## src/rtl/ascii_arb_pkg.sv

```systemverilog
// Shared types and default constants for the ASCII write arbiter.
// Latency: none (definitions only).
// Backpressure: none (definitions only).
package ascii_arb_pkg;

    localparam int SCREEN_CELLS = 4800;
    localparam int SCREEN_COLS  = 80;

    typedef enum logic [1:0] {
        IDLE  = 2'd0,
        WRITE = 2'd1,
        GAP   = 2'd2
    } arb_state_t;

    typedef enum logic {
        CPU = 1'b0,
        DBG = 1'b1
    } requester_t;

endpackage

```

## src/rtl/ascii_write_fifo.sv

```systemverilog
// Small synchronous FIFO buffering CPU character writes.
// Latency: a pushed entry is visible at the head (and in count) one cycle after the push.
// Backpressure: full blocks pushes; pop on empty is ignored; push+pop keeps count unchanged.
module ascii_write_fifo #(
    parameter int DEPTH = 4,
    parameter int WIDTH = 45
) (
    input  logic                   clk,
    input  logic                   rst,
    input  logic                   push,
    input  logic [WIDTH-1:0]       push_data,
    input  logic                   pop,
    output logic [WIDTH-1:0]       head,
    output logic [$clog2(DEPTH):0] count,
    output logic                   empty,
    output logic                   full
);

    localparam int PW = $clog2(DEPTH);
    localparam logic [PW:0] FULL_CNT = (PW + 1)'(DEPTH);

    logic [WIDTH-1:0] mem [DEPTH];
    logic [PW-1:0]    wr_ptr;
    logic [PW-1:0]    rd_ptr;
    logic             do_push;
    logic             do_pop;

    assign empty   = (count == '0);
    assign full    = (count == FULL_CNT);
    assign do_push = push && !full;
    assign do_pop  = pop && !empty;
    assign head    = mem[rd_ptr];

    // Pointer and occupancy tracking; pointers wrap naturally since DEPTH is a power of two.
    always_ff @(posedge clk or posedge rst) begin
        if (rst) begin
            wr_ptr <= '0;
            rd_ptr <= '0;
            count  <= '0;
        end else begin
            if (do_push) wr_ptr <= wr_ptr + 1'b1;
            if (do_pop)  rd_ptr <= rd_ptr + 1'b1;
            case ({do_push, do_pop})
                2'b10:   count <= count + 1'b1;
                2'b01:   count <= count - 1'b1;
                default: ;
            endcase
        end
    end

    // Storage array; contents are don't-care until written, so no reset.
    always_ff @(posedge clk) begin
        if (do_push) mem[wr_ptr] <= push_data;
    end

endmodule

```

## src/rtl/ascii_write_arbiter.sv

```systemverilog
// Arbitrates CPU (FIFO-buffered) and debug writes onto the character controller's write port.
// Latency: grant -> write_en for HOLD_CYCLES cycles starting the next cycle, then one gap cycle.
// Backpressure: cpu_ready low when the FIFO is full; dbg_valid is held until a one-cycle dbg_ready.
module ascii_write_arbiter #(
    parameter int ADDR_W       = 13,
    parameter int DATA_W       = 32,
    parameter int FIFO_DEPTH   = 4,
    parameter int HOLD_CYCLES  = 2,
    parameter int SCREEN_CELLS = ascii_arb_pkg::SCREEN_CELLS
) (
    input  logic                          clk,
    input  logic                          rst,
    input  logic                          cpu_valid,
    output logic                          cpu_ready,
    input  logic [ADDR_W-1:0]             cpu_addr,
    input  logic [DATA_W-1:0]             cpu_data,
    input  logic                          dbg_valid,
    output logic                          dbg_ready,
    input  logic [ADDR_W-1:0]             dbg_addr,
    input  logic [DATA_W-1:0]             dbg_data,
    output logic                          ascii_write_en,
    output logic [ADDR_W-1:0]             ascii_write_address,
    output logic [DATA_W-1:0]             ascii_input,
    output logic                          range_error,
    output logic [$clog2(FIFO_DEPTH):0]   fifo_count,
    output logic                          busy
);

    import ascii_arb_pkg::*;

    localparam int HOLD_W = (HOLD_CYCLES > 1) ? $clog2(HOLD_CYCLES) : 1;
    localparam logic [HOLD_W-1:0] HOLD_LAST = HOLD_W'(HOLD_CYCLES - 1);

    arb_state_t               state;
    arb_state_t               state_next;
    requester_t               last_grant;
    logic [HOLD_W-1:0]        hold_cnt;
    logic                     fifo_empty;
    logic                     fifo_full;
    logic [ADDR_W+DATA_W-1:0] fifo_head;
    logic [ADDR_W-1:0]        head_addr;
    logic [DATA_W-1:0]        head_data;
    logic                     grant_cpu;
    logic                     grant_dbg;
    logic                     grant_any;
    logic                     grant_bad;
    logic [ADDR_W-1:0]        grant_addr;
    logic [DATA_W-1:0]        grant_data;

    ascii_write_fifo #(
        .DEPTH (FIFO_DEPTH),
        .WIDTH (ADDR_W + DATA_W)
    ) u_fifo (
        .clk       (clk),
        .rst       (rst),
        .push      (cpu_valid),
        .push_data ({cpu_addr, cpu_data}),
        .pop       (grant_cpu),
        .head      (fifo_head),
        .count     (fifo_count),
        .empty     (fifo_empty),
        .full      (fifo_full)
    );

    assign head_addr = fifo_head[ADDR_W+DATA_W-1:DATA_W];
    assign head_data = fifo_head[DATA_W-1:0];
    assign cpu_ready = !fifo_full;

    // Round-robin arbitration only in IDLE: on a tie the requester not granted last time wins.
    assign grant_cpu  = (state == IDLE) && !fifo_empty && (!dbg_valid || last_grant == DBG);
    assign grant_dbg  = (state == IDLE) && dbg_valid && !grant_cpu;
    assign grant_any  = grant_cpu || grant_dbg;
    assign dbg_ready  = grant_dbg;
    assign grant_addr = grant_cpu ? head_addr : dbg_addr;
    assign grant_data = grant_cpu ? head_data : dbg_data;
    assign grant_bad  = 32'(grant_addr) >= 32'(SCREEN_CELLS);
    assign busy       = (state != IDLE) || !fifo_empty;

    // State register.
    always_ff @(posedge clk or posedge rst) begin
        if (rst) state <= IDLE;
        else     state <= state_next;
    end

    // Next-state: a good grant starts a write; out-of-range grants are swallowed in IDLE.
    always_comb begin
        state_next = state;
        case (state)
            IDLE:    if (grant_any && !grant_bad) state_next = WRITE;
            WRITE:   if (hold_cnt == HOLD_LAST)   state_next = GAP;
            GAP:     state_next = IDLE;
            default: state_next = IDLE;
        endcase
    end

    // Hold counter restarts whenever we are outside WRITE so each write gets the full hold.
    always_ff @(posedge clk or posedge rst) begin
        if (rst)                 hold_cnt <= '0;
        else if (state != WRITE) hold_cnt <= '0;
        else                     hold_cnt <= hold_cnt + 1'b1;
    end

    // Output registers: strobe tracks the WRITE state, address/data latch only on a good grant.
    always_ff @(posedge clk or posedge rst) begin
        if (rst) begin
            last_grant          <= DBG;
            ascii_write_en      <= 1'b0;
            ascii_write_address <= '0;
            ascii_input         <= '0;
            range_error         <= 1'b0;
        end else begin
            ascii_write_en <= (state_next == WRITE);
            if (grant_any) begin
                last_grant <= grant_cpu ? CPU : DBG;
                if (grant_bad) begin
                    range_error <= 1'b1;
                end else begin
                    ascii_write_address <= grant_addr;
                    ascii_input         <= grant_data;
                end
            end
        end
    end

endmodule
```

## config.mk

```make
export PLATFORM = sky130hd
export DESIGN_NAME = ascii_write_arbiter
export DESIGN_NICKNAME = d
export VERILOG_FILES = /design/src/rtl/ascii_arb_pkg.sv /design/src/rtl/ascii_write_fifo.sv /design/src/rtl/ascii_write_arbiter.sv
export SDC_FILE = /design/constraint.sdc
export NUM_CORES = 1
export LEC_CHECK = 0
export BUFFER_PORTS_ARGS = -buffer_cell sky130_fd_sc_hd__buf_4
export CORE_MARGIN = 1.5
export CORE_UTILIZATION = 45
export DETAILED_ROUTE_END_ITERATION = 6
export PLACE_DENSITY = 0.68
export SLEW_MARGIN = 20
export SYNTH_ARGS = -nofsm -noshare
export SYNTH_HDL_FRONTEND = slang
export SYNTH_SLANG_ARGS = --single-unit
export TNS_END_PERCENT = 30
```

## constraint.sdc

```tcl
create_clock -name clk -period 2.7 [get_ports clk]
set_input_delay 0.81 -clock clk [delete_from_list [all_inputs] [get_ports clk]]
set_output_delay 0.81 -clock clk [all_outputs]
set_load 0.02 [all_outputs]
```

**Yosys cells after proc, flatten, opt, wreduce, memory -nomap -nowiden**

Memories as Yosys holds them, arrays and structs flattened.
Cells that the tools add are included.
Widths: inputs -> output; s select.

- Flip-flop bits (word level): 58
- Memory bits (writable): 180
- Output and inout bits: 53
- Memories kept: 1

Memory list:

| name | words | width | read ports | clocked after memory_dff | wr ports | RTL line | text |
|---|---|---|---|---|---|---|---|
| u_fifo.mem | 4 | 45 | 1 | 0 | 1 | ascii_write_fifo.sv:22 | `logic [WIDTH-1:0] mem [DEPTH];` |

- Add/subtract/negate cells: 5
- $lt $le $gt $ge: 1
- Equality and inequality tests: 6
- Multiplexer cells: 10
- Bitwise operators: 1
- Reductions and logical operators: 21

Operator list:

| cell | number |
|---|---|
| $mux 32 | 1 |
| $ge 13x13->1 const B | 1 |
| $mux 13 | 1 |
| $logic_and 1x1->1 | 7 |
| $eq 2x1->1 const B | 3 |
| $pmux 3 s2 | 1 |
| $logic_not 1->1 | 5 |
| $add 2x1->2 const B | 2 |
| $mux 1 | 4 |
| $mux 2 | 2 |
| $pmux 2 s2 | 1 |
| $reduce_and 2->1 | 2 |
| $reduce_bool 2->1 | 2 |
| $add 3x1->3 const B | 1 |
| $eq 3x3->1 const B | 1 |
| $logic_not 3->1 | 1 |
| $logic_or 1x1->1 | 3 |
| $sub 3x1->3 const B | 1 |
| $eq 2x2->1 const B | 1 |
| $logic_not 2->1 | 1 |
| $ne 2x1->1 const B | 1 |
| $add 1x1->1 const B | 1 |
| $not 1->1 | 1 |

**Longest topological paths before layout**

- Depth in word-level cells: 11
- Gate-level depth with buffers: 11

**Cells and area by module**

A second synthesis with hierarchy kept.

- Cells, all modules: 521
- Area total of the unflattened synthesis: 9,401.5 sq um

Modules (own cells, without submodules):

| module | instances | cells an instance | area an instance (sq um) | seq. area each (sq um) |
|---|---|---|---|---|
| ascii_write_fifo | 1 | 273 | 6,942.9 | 5,580.4 |
| ascii_write_arbiter | 1 | 248 | 2,458.6 | 1,277.5 |

**Least setup slack after synthesis**

No wires, ideal clock.

- Path kind: in2reg
- From: in dbg_valid
- To: reg u_fifo.count[2]
- Library setup time: 0.080 ns
- Arrival time: 2.695 ns
- Slack: -0.074 ns
- Stages on the path: 10
- Path buffers: 1
- Cell sequence: nand2b_1 > nand3_2 > inv_2 > buf_1 > ha_1 > inv_1 > fa_1 > xor2_1 > nor2_1 > xor2_1

- Word-level cells in the longest chain between the ends: 6
- Elaborated cells on any way between the ends: 8

RTL lines:

| what | RTL line | text |
|---|---|---|
| start: declaration | ascii_write_arbiter.sv:17 | `input logic dbg_valid,` |
| $logic_not 1->1 (*) | ascii_write_arbiter.sv:70 | `assign grant_cpu = (state == IDLE) && !fifo_empty && (!dbg_valid \|\| last_grant == DBG);` |
| $logic_or 1x1->1 (*) | ascii_write_arbiter.sv:70 |  |
| $logic_and 1x1->1 (*) | ascii_write_arbiter.sv:70 |  |
| $logic_and 1x1->1 (*) | ascii_write_fifo.sv:31 | `assign do_pop = pop && !empty;` |
| net u_fifo.do_pop | ascii_write_fifo.sv:26 | `logic do_pop;` |
| $eq 2x1->1 or $eq 2x2->1 (tied branches) | ascii_write_fifo.sv:43 | `case ({do_push, do_pop})` |
| $pmux 3 s2 or $reduce_bool 2->1 (tied branches) | n/a |  |
| end signal: assignment | ascii_write_fifo.sv:44 | `2'b10: count <= count + 1'b1;` |
| end signal: assignment | ascii_write_fifo.sv:45 | `2'b01: count <= count - 1'b1;` |
| end: declaration | ascii_write_fifo.sv:14 | `output logic [$clog2(DEPTH):0] count,` |

The timed path passes the listed nets; every way through them passes the cells marked *.
A chain may end at the register's enable or synchronous reset.

**Final worst setup path**

- From: reg u_fifo.count[1]
- To: out busy

- Word-level cells in the longest chain between the ends: 3

RTL lines:

| what | RTL line | text |
|---|---|---|
| $logic_not 3->1 | ascii_write_fifo.sv:28 | `assign empty = (count == '0);` |
| $logic_not 1->1 | ascii_write_arbiter.sv:77 | `assign busy = (state != IDLE) \|\| !fifo_empty;` |
| $logic_or 1x1->1 | ascii_write_arbiter.sv:77 |  |
| end: declaration | ascii_write_arbiter.sv:26 | `output logic busy` |

No other way between the ends.

==> flow_results.org <==
** Timing
- The worst pin sits at a relative slew slack of 58.0%.
- Summed over all failing endpoints, the final setup total negative slack is 0 ns.
- Post-route worst setup slack :: 0.0615 ns
- The count of endpoints failing hold in the final timing report is 0.
- Highest attainable clock frequency :: 379 MHz
- Setup repair after global routing left no endpoint under its margin.
- The final critical path takes up 97.7% of the cycle.
- The max-slew violation total from the final report came to 0.
- The clock arrives with 0.0160 ns of skew.
- Number of endpoints failing setup at the final stage :: 0
- The smallest clock period supported by the final layout is computed as 2.64 ns.
- Slew at the pin closest to its max-slew limit :: 0.629 ns

** Critical path
- Worst reg-to-reg path cell count :: 7
- Data required time at the worst endpoint :: 1.89 ns
- Worst R2R Start :: u_fifo.rd_ptr[0]$_DFFE_PP0P_
- The critical path is of the reg -> out type.
- The largest single stage delay on the critical path is 0.44 ns.
- The worst setup path is launched from a flop.
- Worst-path fanout max :: 6
- Worst Path Arrival :: 1.83 ns
- The critical path goes through or3_4, or3_1, buf_4.
- Slack of the worst reg-to-reg path :: 0.12 ns
- Reg2Reg Capture Point :: ascii_input[5]$_DFFE_PP0P_
- Crit. End Element :: output pin
- The number of buffers and inverters on the critical path is 1.
- Delay-heaviest family, CP :: simple AND/OR/NAND/NOR gates
- Cell with the largest stage delay on the worst path :: sky130_fd_sc_hd__or3_4
- Counting buffers and inverters, the worst setup path is 3 cells deep.

** Logic synthesis
- When the netlist entered floorplanning its net count stood at 560.
- In this run, synthesis inferred 180 flip-flops with an integrated enable.
- Unique cell type count in the Yosys netlist :: 42
- Count of state elements after synthesis :: 238
- Yosys instantiated no cell more often than sky130_fd_sc_hd__edfxtp_1.
- After synthesis, flip-flops and latches occupy 72.2% of the total area.
- Counting flops with an async set or reset pin after synthesis yields a share of 24.4%.
- In this run the biggest area consumer among cell types represents 56.9% of the synthesized area.
- Cells after Synth :: 460
- Area contributors post-synth :: sky130_fd_sc_hd__edfxtp_1 (57%), sky130_fd_sc_hd__dfrtp_1 (15%), sky130_fd_sc_hd__mux4_2 (11%), sky130_fd_sc_hd__mux2_2 (6.8%), sky130_fd_sc_hd__mux2_4 (3.2%)
- Mean post-synth cell area :: 20.6 µm²
- The largest total area in the synthesized netlist belongs to sky130_fd_sc_hd__edfxtp_1.
- Most frequently used flop master after synthesis :: sky130_fd_sc_hd__edfxtp_1
- Top cell types by occurrence after synthesis :: sky130_fd_sc_hd__edfxtp_1 (180), sky130_fd_sc_hd__dfrtp_1 (57), sky130_fd_sc_hd__mux2_2 (57)
- YS warnings :: 0
- The mapped netlist covers 9490 µm².

** Floorplan
- The initial utilization of the core area, before any placement, comes to 46.3%.
- Die width :: 148 µm
- Overall die area :: 22000 µm²
- The initialized floorplan defines 52 standard-cell rows.
- IO Count :: 147
- Placeable core area :: 20500 µm²
- Overall die height :: 148 µm

** Clock tree
- The tree is rooted in a sky130_fd_sc_hd__clkbuf_16.
- H-tree depth reported by CTS :: 1
- Clk sink count :: 238
- TritonCTS built the clock tree.
- Buffer depth of the longest clock path :: 3
- Clock-pin slew was measured on the worst setup and hold paths at 0.06 ns.
- The later pin in the worst-skew pair is clocked with a latency of 0.52 ns.
- Total clock buffers created by CTS :: 26

** Flow run
- Max-cap violations in this run came to 0.

** Detailed routing
- Detailed routing inserted a total of 4865 vias.
- Detailed Routing Iterations Pass 1 :: 4
- The routed design has 18.4 mm of wire.
- DRC :: 0
- The detailed router finished its first iteration with 244 violations.
- Routed vias/inst :: 5.25
- In the final routed layout, each cell accounts on average for 19.9 µm.
- In this run the remaining antenna-violating nets after routing total 0.

** Place
- Worst slack at placement :: 0.0324 ns
- Instance area at placement :: 11000 µm²
- The HPWL after detailed placement is 12.1 mm.
- Last weighted congestion value of the routability-driven placer :: 0.821
- IO buf count :: 146

** Final layout
- Fraction of final layout cells with drive strength greater than 1 :: 52.4%
- Cell area after layout :: 11900 µm²
- Area added between synthesis and finish :: 25.6%
- In the final design database the tool counted 736 nets.
- Antenna cell count :: 0

** Pwr
- In this run the power density over the cells is 1200 nW/µm².
- Leakage dissipation :: 4.54 nW
- Worst IR Drop VDD :: 0.692 mV

** GRT
- Entering global routing, the biggest net connects 35 pins.
- Total overflow reported by the global router :: 0
- The number of antenna violations at the first check in global routing was 0.
- Global routing used 17.3% of the available tracks across all layers.
- The first global-routing pass estimated 29.1 mm of wire.
- The number of global-route vias before repair came to 5351.

** Min path
- The tightest min-delay check is of the in -> async type.

** Run status
- The run finished with clean final reports.
-- cell families after synthesis --
| logic type | share of synthesized area [%] |
|---|---|
| flops | 72.2 |
| buf+inv | 1.53 |
| simple gates | 1.49 |
| xor+xnor | 0.554 |
| compound gates | 1.99 |
| mux | 21.3 |
| fa+ha+maj | 0.870 |
-- what timing repair did --
action | CTS | global route
setup endpoints to repair | 2 | 1
pin swaps | 0 | 1
hold endpoints to repair | 0 | 0
setup buffers | 1 | 2
hold buffers | 0 | 0
resized for setup | 3 | 0
-- power breakdown --
group | internal [mW] | switching [mW] | total, mW
Clock | 2.12 | 1.37 | 3.49
Combinational | 2.76 | 2.60 | 5.36
Sequential | 5.02 | 0.409 | 5.43
-- state kept, by name, indices dropped and copies added, names as in the netlist --
register	cells
ascii_write_en	1
state	2
range_error	1
u_fifo.mem	180
u_fifo.count	3
last_grant	1
u_fifo.rd_ptr	2
ascii_input	32
hold_cnt	1
ascii_write_address	13
u_fifo.wr_ptr	2
-- area by class of cell --
class,instances,area (µm²)
fillers,1534,8570
flip-flops and latches,238,6860
multi-input cells,192,2510
repair buffers,169,1310
clock buffers,31,691
well taps,270,338
clock inverters,17,179
inverters,9,33.8
-- layout by cell type (no fill, tap or decap), drive strengths merged, types with 7 or more instances in the layout --
cell type  Yosys  layout
mux2          77      77
mux2i          7       7
buf           11     169
inv            9      10
dfrtp         57      57
clkinv         0      12
mux4          45      45
a21oi          7       7
clkbuf        10      31
edfxtp       180     180
-- worst register-to-register path, stage by stage, from the launching register on --
cell                      delay, ns
sky130_fd_sc_hd__dfrtp_4       0.50
sky130_fd_sc_hd__mux4_2        0.57
sky130_fd_sc_hd__and2_1        0.19
sky130_fd_sc_hd__o32a_1        0.39
sky130_fd_sc_hd__o21ai_4       0.15
sky130_fd_sc_hd__nand2_2       0.12
sky130_fd_sc_hd__buf_12        0.22
sky130_fd_sc_hd__mux2_4        0.32
-- layer usage --
metal  vias up  routed length (µm)  GRT usage, %
met5         -                   0             0
met4         0                 352          4.50
met3        32                1070          3.71
met2       157                9050          29.5
met1      2471                7920          22.9
li1       2205                   -             -
-- worst max path at each step --
stage          slack, ns                        start                           to
2_1_floorplan       0.13                    dbg_valid  u_fifo.count[2]$_DFFE_PP0P_
3_3_place_gp        0.10                    dbg_valid   ascii_input[6]$_DFFE_PP0P_
3_5_place_dp        0.03                    dbg_valid   ascii_input[5]$_DFFE_PP0P_
4_1_cts            0.008  u_fifo.count[0]$_DFFE_PP0P_                         busy
5_1_grt            0.001  u_fifo.count[1]$_DFFE_PP0P_                         busy
6_report            0.06  u_fifo.count[1]$_DFFE_PP0P_                         busy
-- through the flow --
stage | power (mW) | utilization [%] | hold WS (ns) | std cells
global route | 15.0 | 58.2 | 0.420 | 926
finish | 14.3 | 58.2 | 0.381 | 926
global placement | 10.7 | 53.7 | 0.433 | 875
CTS | 14.5 | 58.1 | 0.386 | 924
detailed placement | 10.9 | 53.7 | 0.469 | 875
floorplan | 9.15 | - | 0.422 | 460
Note: power is estimated with default switching activity, not from simulation.
